===== src/rtl/alu_seq_ctrl.sv =====
// Accumulator-machine sequencer: fetches 1/2-byte instructions over a req/ack port,
// drives the external 8-bit ALU and commits its result to acc/carry, handles JMP/JC/HALT.
module alu_seq_ctrl #(
   parameter logic [7:0] RESET_PC = 8'h00,
   parameter int         TIMEOUT  = 255   // 0 disables the fetch timeout; max 255
) (
   input  logic       clk,
   input  logic       rst_n,
   output logic       mem_req,
   output logic [7:0] mem_addr,
   input  logic       mem_ack,
   input  logic [7:0] mem_rdata,
   output logic [4:0] alu,
   output logic [7:0] alu_a,
   output logic [7:0] alu_b,
   input  logic [7:0] alu_dout,
   input  logic       alu_carry,
   output logic [7:0] acc,
   output logic       carry,
   output logic [7:0] pc,
   output logic       halted,
   output logic       err
);

   localparam logic [4:0] ALU_ADD   = 5'b00000;
   localparam logic [4:0] ALU_AND   = 5'b00001;
   localparam logic [4:0] ALU_INP_A = 5'b00010;
   localparam logic [4:0] ALU_INP_B = 5'b00011;
   localparam logic [4:0] ALU_SUB   = 5'b01100;
   localparam logic [4:0] ALU_INC   = 5'b10100;

   typedef enum logic [1:0] {FETCH_OP, FETCH_ARG, EXEC, HALT} state_t;

   state_t     state;
   logic [3:0] opcode;
   logic [7:0] operand;
   logic [7:0] wait_cnt;
   logic       timeout_hit;

   function automatic logic [4:0] alu_code(input logic [3:0] op);
      case (op)
         4'h1:    alu_code = ALU_ADD;
         4'h2:    alu_code = ALU_AND;
         4'h3:    alu_code = ALU_INP_B;
         4'h4:    alu_code = ALU_SUB;
         4'h5:    alu_code = ALU_INC;
         default: alu_code = ALU_INP_A;
      endcase
   endfunction

   assign alu_a    = acc;
   assign alu_b    = operand;
   assign mem_addr = pc;
   assign halted   = (state == HALT);

   // Counter reaches TIMEOUT-1 on the TIMEOUT-th unacknowledged request cycle.
   assign timeout_hit = (TIMEOUT != 0) && (wait_cnt == 8'(TIMEOUT - 1));

   always_ff @(posedge clk or negedge rst_n) begin
      if (!rst_n) begin
         state    <= FETCH_OP;
         pc       <= RESET_PC;
         acc      <= 8'h00;
         carry    <= 1'b0;
         operand  <= 8'h00;
         opcode   <= 4'h0;
         err      <= 1'b0;
         mem_req  <= 1'b0;
         alu      <= ALU_INP_A;
         wait_cnt <= 8'h00;
      end else begin
         case (state)
            FETCH_OP: begin
               mem_req <= 1'b1;
               if (mem_req && mem_ack) begin
                  opcode   <= mem_rdata[7:4];
                  pc       <= pc + 8'h01;
                  wait_cnt <= 8'h00;
                  case (mem_rdata[7:4])
                     4'h1, 4'h2, 4'h3, 4'h4, 4'h6, 4'h7: state <= FETCH_ARG;
                     4'h5: begin
                        state   <= EXEC;
                        mem_req <= 1'b0;
                        alu     <= ALU_INC;
                     end
                     4'h0: state <= FETCH_OP;
                     4'hF: begin
                        state   <= HALT;
                        mem_req <= 1'b0;
                     end
                     default: err <= 1'b1;  // illegal opcode behaves as NOP
                  endcase
               end else if (mem_req) begin
                  if (timeout_hit) begin
                     err     <= 1'b1;
                     state   <= HALT;
                     mem_req <= 1'b0;
                  end else begin
                     wait_cnt <= wait_cnt + 8'h01;
                  end
               end
            end
            FETCH_ARG: begin
               if (mem_ack) begin
                  operand  <= mem_rdata;
                  pc       <= pc + 8'h01;
                  wait_cnt <= 8'h00;
                  state    <= EXEC;
                  mem_req  <= 1'b0;
                  alu      <= alu_code(opcode);
               end else if (timeout_hit) begin
                  err     <= 1'b1;
                  state   <= HALT;
                  mem_req <= 1'b0;
               end else begin
                  wait_cnt <= wait_cnt + 8'h01;
               end
            end
            EXEC: begin
               if (opcode >= 4'h1 && opcode <= 4'h5) begin
                  acc   <= alu_dout;
                  carry <= alu_carry;
               end
               if (opcode == 4'h6 || (opcode == 4'h7 && carry))
                  pc <= operand;
               alu     <= ALU_INP_A;
               mem_req <= 1'b1;
               state   <= FETCH_OP;
            end
            default: begin
               mem_req <= 1'b0;
               alu     <= ALU_INP_A;
            end
         endcase
      end
   end

endmodule

===== config.mk =====
export PLATFORM = sky130hd
export DESIGN_NAME = alu_seq_ctrl
export DESIGN_NICKNAME = d
export VERILOG_FILES = /design/src/rtl/alu_seq_ctrl.sv
export SDC_FILE = /design/constraint.sdc
export NUM_CORES = 1
export LEC_CHECK = 0
export BUFFER_PORTS_ARGS = -buffer_cell sky130_fd_sc_hd__buf_2
export CORE_AREA = 5 5 76 78
export CTS_BUF_LIST = sky130_fd_sc_hd__clkbuf_8
export CTS_CLUSTER_DIAMETER = 100
export CTS_CLUSTER_SIZE = 10
export DETAILED_ROUTE_END_ITERATION = 6
export DIE_AREA = 0 0 81 83
export GPL_ROUTABILITY_DRIVEN = 0
export PLACE_DENSITY_LB_ADDON = 0.08
export SYNTH_ARGS = -nofsm -noshare
export SYNTH_HDL_FRONTEND = slang
export SYNTH_SLANG_ARGS = --single-unit
export TNS_END_PERCENT = 10

===== constraint.sdc =====
create_clock -name clk -period 2.3 [get_ports clk]
set_input_delay 0.345 -clock clk [delete_from_list [all_inputs] [get_ports clk]]
set_output_delay 0.345 -clock clk [all_outputs]
set_load 0.01 [all_outputs]

Yosys cells after proc, flatten, opt, wreduce, memory -nomap -nowiden. Index checks and enable logic that the tools add are counted.

$add $sub $neg: 2. Magnitude comparators: 2. Eq/ne operators: 28. Mux-type cells: 33. Reduce and logical (&&, ||, !) cells: 19.

Operators with widths (count): $mux 8 (7); $eq 4x3->1 const B (8); $pmux 5 s5 (1); $pmux 8 s3 (1); $add 8x1->8 const B (2); $eq 4x2->1 const B (4); $pmux 8 s2 (1); $mux 5 (3); $mux 1 (11); $pmux 5 s2 (1); $ne 3x3->1 const B (3); $reduce_or 9->1 (1); $eq 4x1->1 const B (2); $eq 8x8->1 const B (1); $mux 2 (4); $ne 2x2->1 const B (4); $pmux 2 s4 (1); $reduce_and 2->1 (4); $reduce_and 4->1 (2); $ne 6x2->1 const B (1); $pmux 2 s3 (1); $reduce_and 3->1 (2); $reduce_or 6->1 (1); $eq 2x2->1 const B (2); 14 further kinds (16).

Register bits: 46. Word-level logic and storage cells: 94.

Depth between registers and ports, before layout. Gate-level depths: netlist of the first run.

Word-level depth: 5. Gate-level depth with buffers: 7.

Worst setup path before layout of the first run. OpenSTA, ideal clock, no wires.

Kind: reg-to-reg. From: reg state[0]. To: reg pc[0], in the netlist mem_addr[0]. Library setup time: 125 ps. Data arrival time: 1844 ps. Data required time: 2175 ps. Setup slack: 331 ps. Stages on the path, launching flop included: 8. Clock period less this slack: 1969 ps. Cell sequence: dfrtp_1 > inv_1 > ha_1 > nor2b_1 > o22a_1 > or3_1 > buf_2 > mux2_4.

Longest elaborated chain between the ends: 3.

RTL lines: start: declaration (RTL line 34) `state_t state;`; start signal: assignment (RTL line 61) `state <= FETCH_OP;`; start signal: assignment (RTL line 80) `4'h1, 4'h2, 4'h3, 4'h4, 4'h6, 4'h7: state <= FETCH_ARG;`; start signal: assignment (RTL line 82) `state <= EXEC;`; $eq 2x2->1 (tied with other cells) (RTL line 72) `case (state)`; $ne 2x2->1 (no line) / $reduce_bool 3->1 (equally long branches); $reduce_and 4->1 (no line); end signal: assignment (RTL line 77) `pc <= pc + 8'h01;`; end signal: assignment (RTL line 106) `pc <= pc + 8'h01;`; end signal: assignment (RTL line 125) `pc <= operand;`; end: declaration (RTL line 20) `output logic [7:0] pc,`.

Several ways; a longest one is shown, not always the timed one. A chain may end at the register's enable or synchronous reset.

Worst setup path in the final report of the first run.
From: reg state[1]. To: reg pc[7], in the netlist mem_addr[7].

Same word-level chain as after synthesis.

==> impl_metrics.toml, run 1 <==
[run_status]
status = "completed"

[synthesis]
syn_area_per_cell_sq_um = 10.43
ys_warn_count = 0
synth_cell_type_count = 55
synthFlopType = "dfrtp_1"
synth.net_count = 282
synth_edf_count = 0
async_flop_share = 1.000
synth_largest_area_cell = "dfrtp_1"
yosys-top-cells-count = "45 x dfrtp_1, 25 x mux2_2, 17 x buf_4, 15 x nand2_1, 12 x inv_1"
yosysSeqAreaShare = 0.4348
post-synth-top-count-cell = "dfrtp_1"
synth_area_sq_um = 2650
synth.area.top_cells = "dfrtp_1 42%, mux2_2 11%, buf_4 4.8%"
synthCells = 254
netlist.area_leader.share = 0.4249
ys_ff_latch = 46

[pwr]
swShare = 0.3974
power_density_nw_per_um2 = 1456
power_frac_comb = 0.510
p_leak_nw = 1.464
intPower_w = 0.002755
pwr-share-clk = 0.160
seqPwrFrac = 0.329
ir_worst_vdd_uv = 759.4
power_switching_w = 0.001817

[setup_path]
worst_path_max_delay_cell = "dfrtp_2"
rr_startpoint = "state[1]"
path_cells = "inv_1 > ha_1 > nor2b_1 > o22a_1 > buf_4 > o41a_1 > o221a_2"
cpPeakStageDelay_ns = 0.41
regToRegSetupSlack_ns = 0.17
worstSetupPathType = "flop to flop"
reg2reg_to = "mem_addr[7]"
crit_path_start_kind = "flop"
reg2reg_depth = 7
crit_path_max_fanout = 7
setup.worst_path.end_class = "flop"
crit_required_ns = 2.49
cp.arrival_ns = 2.32
crit_path_start = "state[1]"

[run]
maxCapViolCount = 0

[timing]
clock-skew-final_ns = 0.006292
worstMarginPinSlew_ns = 0.5886
relSlewSlack = 0.6050
post-route-min-period_ns = 2.129
rsz0062_at_grt = "false"
fin_crit_sh = 0.9256
finalHoldViolCount = 0
max_freq_mhz = 469.7
drv_slew = 0
fin_tns_setup_ns = 0
setup_viol = 0

[global_routing]
overflow = 0
grt_antenna_before_repair = 0
grt_pass1_wl_microns = 10240
grt_usage = 0.1891
grt_pass1_vias = 2119
grt_max_degree = 26

[floorplanning]
die_area_sq_um = 6723
pin_count = 69
die_h_microns = 83
start_util = 0.5290
die_x_microns = 81
coreArea_sq_um = 5010
placementRows = 26

[route]
drtPass1Iterations = 4
wl_microns = 5931
avgRoutedWirePerCell_microns = 15.53
routed_via_density = 5.683
vias = 2171
ant_nets = 0
drt_iter0_drc = 194
drc = 0

[place]
place_area_sq_um = 2989
portBuffers = 68
hpwl_microns = 4367

[cts]
clkTransAtPathRegs_ns = 0.08
cts_tree = "yes"
htree_levels = 2
cts.path.max_buffers = 2
insertion_delay_ns = 0.30
cts_root_buf = "clkbuf_8"
holdBufCountCts = 0
cts_sinks = 46
cts_inserted_buffers = 5

[cells_and_area]
seqCellArea_sq_um = 1155
multiInputGateArea_sq_um = 1289
fin_area_sq_um = 3139
nets = 339
fillers = 467
n_antenna_cell = 0
synthToLayoutAreaGrowth_pct = 18.46
drive_above_1_share = 0.3782

[hold_path]
hp-class = "input port to asynchronous set/reset pin"
## metrics by stage
stage	hold WS, ns	instances	power, W	utilization	setup slack, ns
floorplan	0.04941	254	0.003201	-	0.3312
global placement	0.3483	374	0.003798	0.5967	0.1996
detailed placement	0.3463	374	0.003844	0.5967	0.1329
CTS	0.02092	382	0.004603	0.6251	0.1299
global route	0.04831	382	0.004962	0.6266	0.03552
finish	0.005474	382	0.004571	0.6266	0.1712
## per-layer routing
metal,vias to the layer above,track usage,part of all wire
met4,0,0.05530,0.012
met2,81,0.2898,0.45
met1,1029,0.2657,0.47
met5,-,0,0
li1,1054,-,-
met3,7,0.04221,0.070
## flip-flops by register name, summed over array words and instances, names as in the netlist
name and cells:
state 2, opcode 4, alu 5, err 1
carry 1, mem_req 1, wait_cnt 8, mem_addr 8
alu_b 8, acc 8
## cell type report
cell class              instances  area share
clock buffers                   6     0.02631
clock inverters                 2     0.01913
inverters                      12     0.01435
multi-input cells             169      0.4105
flip-flops and latches         46      0.3679
well taps                      70     0.02790
repair buffers                 77      0.1339
## placed cells by master, fill, tap and decap left out, types with 3 or more instances in the layout
master,instances
buf_2,68
dfrtp_1,43
mux2_2,25
nand2_1,15
inv_1,12
nand3_1,9
a21oi_1,8
ha_1,8
buf_4,8
nor2_1,7
o21ai_0,7
a31oi_1,6
clkbuf_8,6
o22a_1,5
nand4_1,5
nor4_1,5
o41ai_1,5
a211o_1,5
nor2b_1,4
or3_1,4
and3_1,3
o31ai_1,3
## what timing repair did
item,CTS,global route
gates resized for setup,0,3
endpoints found under the setup margin,0,7
setup buffers,0,0
## critical path, delay by kind of cell, from the launching register on
kind                     cells  cell delay (ns)
adder cells (fa/ha/maj)      1             0.23
buffers and inverters        2             0.28
AND/OR/NAND/NOR              1             0.17
AO/OA/AOI/OAI                3             0.92
flip-flops                   1             0.41
## cells by family (layout without fill, tap and decap cells)
| kind of cell | count (synthesis) | count (layout) | share of synthesized area |
|---|---|---|---|
| flip-flops | 46 | 46 | 0.4348 |
| XOR/XNOR | 2 | 2 | 0.006611 |
| AND/OR/NAND/NOR | 67 | 67 | 0.1379 |
| buffers and inverters | 39 | 97 | 0.08073 |
| multiplexers | 29 | 29 | 0.1251 |
| AO/OA/AOI/OAI | 63 | 63 | 0.1771 |
| adder cells (fa/ha/maj) | 8 | 8 | 0.03777 |
## power by group through the flow
stage               Clock [W]  Combinational, W  Sequential (W)
floorplan                   0           0.00161         0.00159
global placement            0           0.00230         0.00150
detailed placement          0           0.00233         0.00151
CTS                  0.000758           0.00235         0.00150
global route         0.000790           0.00260         0.00157
finish               0.000733           0.00233         0.00151
## how the worst max path moves through the flow
stage / endpoint / slack (ns) / depth (start not counted)
global placement: mem_addr[1] / 0.20 / 6
floorplan: mem_addr[0] / 0.33 / 7
CTS: mem_addr[5] / 0.13 / 6
finish: mem_addr[7] / 0.17 / 7
detailed placement: mem_addr[5] / 0.13 / 6
global route: mem_addr[7] / 0.04 / 7
No activity file was read; power rests on OpenSTA's default activity.
==> run 2, diff against run 1 <==
Settings changed: GPL_TIMING_DRIVEN from default to 0.
==> impl_metrics.toml, run 2 (synthesized netlist as in run 1, its figures left out) <==
[timing]
setup_viol = 0
rsz0062_at_grt = "true"
drv_slew = 0
max_freq_mhz = 460.7
finalHoldViolCount = 0
worstMarginPinSlew_ns = 1.004
clock-skew-final_ns = 0.01241
fin_tns_setup_ns = 0
relSlewSlack = 0.3304
post-route-min-period_ns = 2.171
fin_crit_sh = 0.9438

[global_routing]
grt_max_degree = 47
grt_usage = 0.1853
overflow = 0
grt_antenna_before_repair = 0
grt_pass1_wl_microns = 10050
grt_pass1_vias = 2123

[setup_path]
reg2reg_to = "mem_addr[7]"
crit_path_max_fanout = 9
worstSetupPathType = "flop to flop"
setup.worst_path.end_class = "flop"
rr_startpoint = "state[0]"
cp.arrival_ns = 2.35
crit_path_start = "state[0]"
reg2reg_depth = 6
crit_required_ns = 2.48
endpoint = "mem_addr[7]"
regToRegSetupSlack_ns = 0.13
crit_path_start_kind = "flop"

[cells_and_area]
fin_cells = 399
drive_above_1_share = 0.3830
synthToLayoutAreaGrowth_pct = 19.50
final_common_cell = "buf_2"
layout_common_cells = "70 x buf_2, 45 x dfrtp_1, 25 x mux2_2"
nets = 356
n_antenna_cell = 0
fillers = 461
finish.utilization = 0.6321

[cts]
cts_resized = 0
holdBufCountCts = 0
htree_levels = 2
insertion_delay_ns = 0.30
cts.path.max_buffers = 2
cts_setup_buffers = 0
clkTransAtPathRegs_ns = 0.09
cts_tree = "yes"
cts_inserted_buffers = 5
cts_sinks = 46
cts_root_buf = "clkbuf_8"

[floorplanning]
coreArea_sq_um = 5010
die_h_microns = 83
placementRows = 26
start_util = 0.5290
die_x_microns = 81
pin_count = 69
die_area_sq_um = 6723

[route]
drt_iter0_drc = 128
routed_via_density = 5.586
ant_nets = 0
drc = 0
avgRoutedWirePerCell_microns = 14.65
drtPass1Iterations = 5
vias = 2229
wl_microns = 5844

[pwr]
power_density_nw_per_um2 = 1407
p_leak_nw = 1.503
ir_worst_vdd_uv = 776.2

[place]
dp_cells = 391
portBuffers = 67
hpwl_microns = 4254

[run_status]
status = "completed"

[hold_path]
hp-class = "input port to asynchronous set/reset pin"

[run]
maxCapViolCount = 0
==> run 2: changes by cell type in the layout (fill, tap and decap cells not counted), moves of 2 or more <==
| cell | previous run | this run |
|---|---|---|
| bufinv_16 | 2 | 0 |
| dfrtp_1 | 43 | 45 |
| clkbuf_2 | 0 | 2 |
| buf_4 | 8 | 17 |
| dfrtp_2 | 2 | 0 |
| clkbuf_1 | 0 | 5 |
| buf_2 | 68 | 70 |
==> run 2: critical path: stages (launching register included) <==
cell,delay [ns]
dfrtp_1,0.43
inv_1,0.10
ha_1,0.14
clkbuf_1,0.34
inv_1,0.24
or4_1,0.55
o221a_2,0.25
==> run 2: metrics by stage <==
step                      total power (W)  instance area (sq um)  hold slack [ns]  setup slack, ns
after floorplan                  0.003201                   2650          0.04941           0.3312
after global routing             0.004851                   3167           0.2612        -0.007300
after detailed placement         0.003984                   3073           0.4636          0.08786
final                            0.004456                   3167           0.2109           0.1292
after CTS                        0.004510                   3164           0.2536          0.07562
after global placement           0.003943                   3073           0.4689           0.1168
==> run 2: worst min path at each step <==
stage	startpoint	to	slack, ns	depth (start not counted)
floorplan	rst_n	acc[0]	0.05	0
global placement	err	err	0.47	1
detailed placement	err	err	0.46	1
CTS	rst_n	mem_addr[5]	0.25	1
global route	alu_dout[7]	acc[7]	0.26	2
finish	rst_n	mem_addr[4]	0.21	1
==> run 2: layout make-up <==
class	count	area, sq um	area share
Multi-Input combinational cell	169	1284	0.4054
Sequential cell	46	1152	0.3639
Timing Repair Buffer	67	335.3	0.1059
Buffer	27	171.4	0.05413
Tap cell	70	87.58	0.02766
Clock buffer	6	82.58	0.02608
Inverter	12	45.04	0.01422
Clock inverter	2	8.758	0.002766
==> run 2: where the power goes <==
part           switching (W)  internal, W  total, W
Clock               0.000262     0.000238  0.000500
Sequential          0.000333      0.00117   0.00150
Combinational        0.00123      0.00122   0.00245
==> run 2: layer usage <==
layer  global-route usage  share of wire
met3              0.04437          0.077
met2               0.2868           0.46
met4              0.05069         0.0075
met5                    0              0
met1               0.2572           0.45
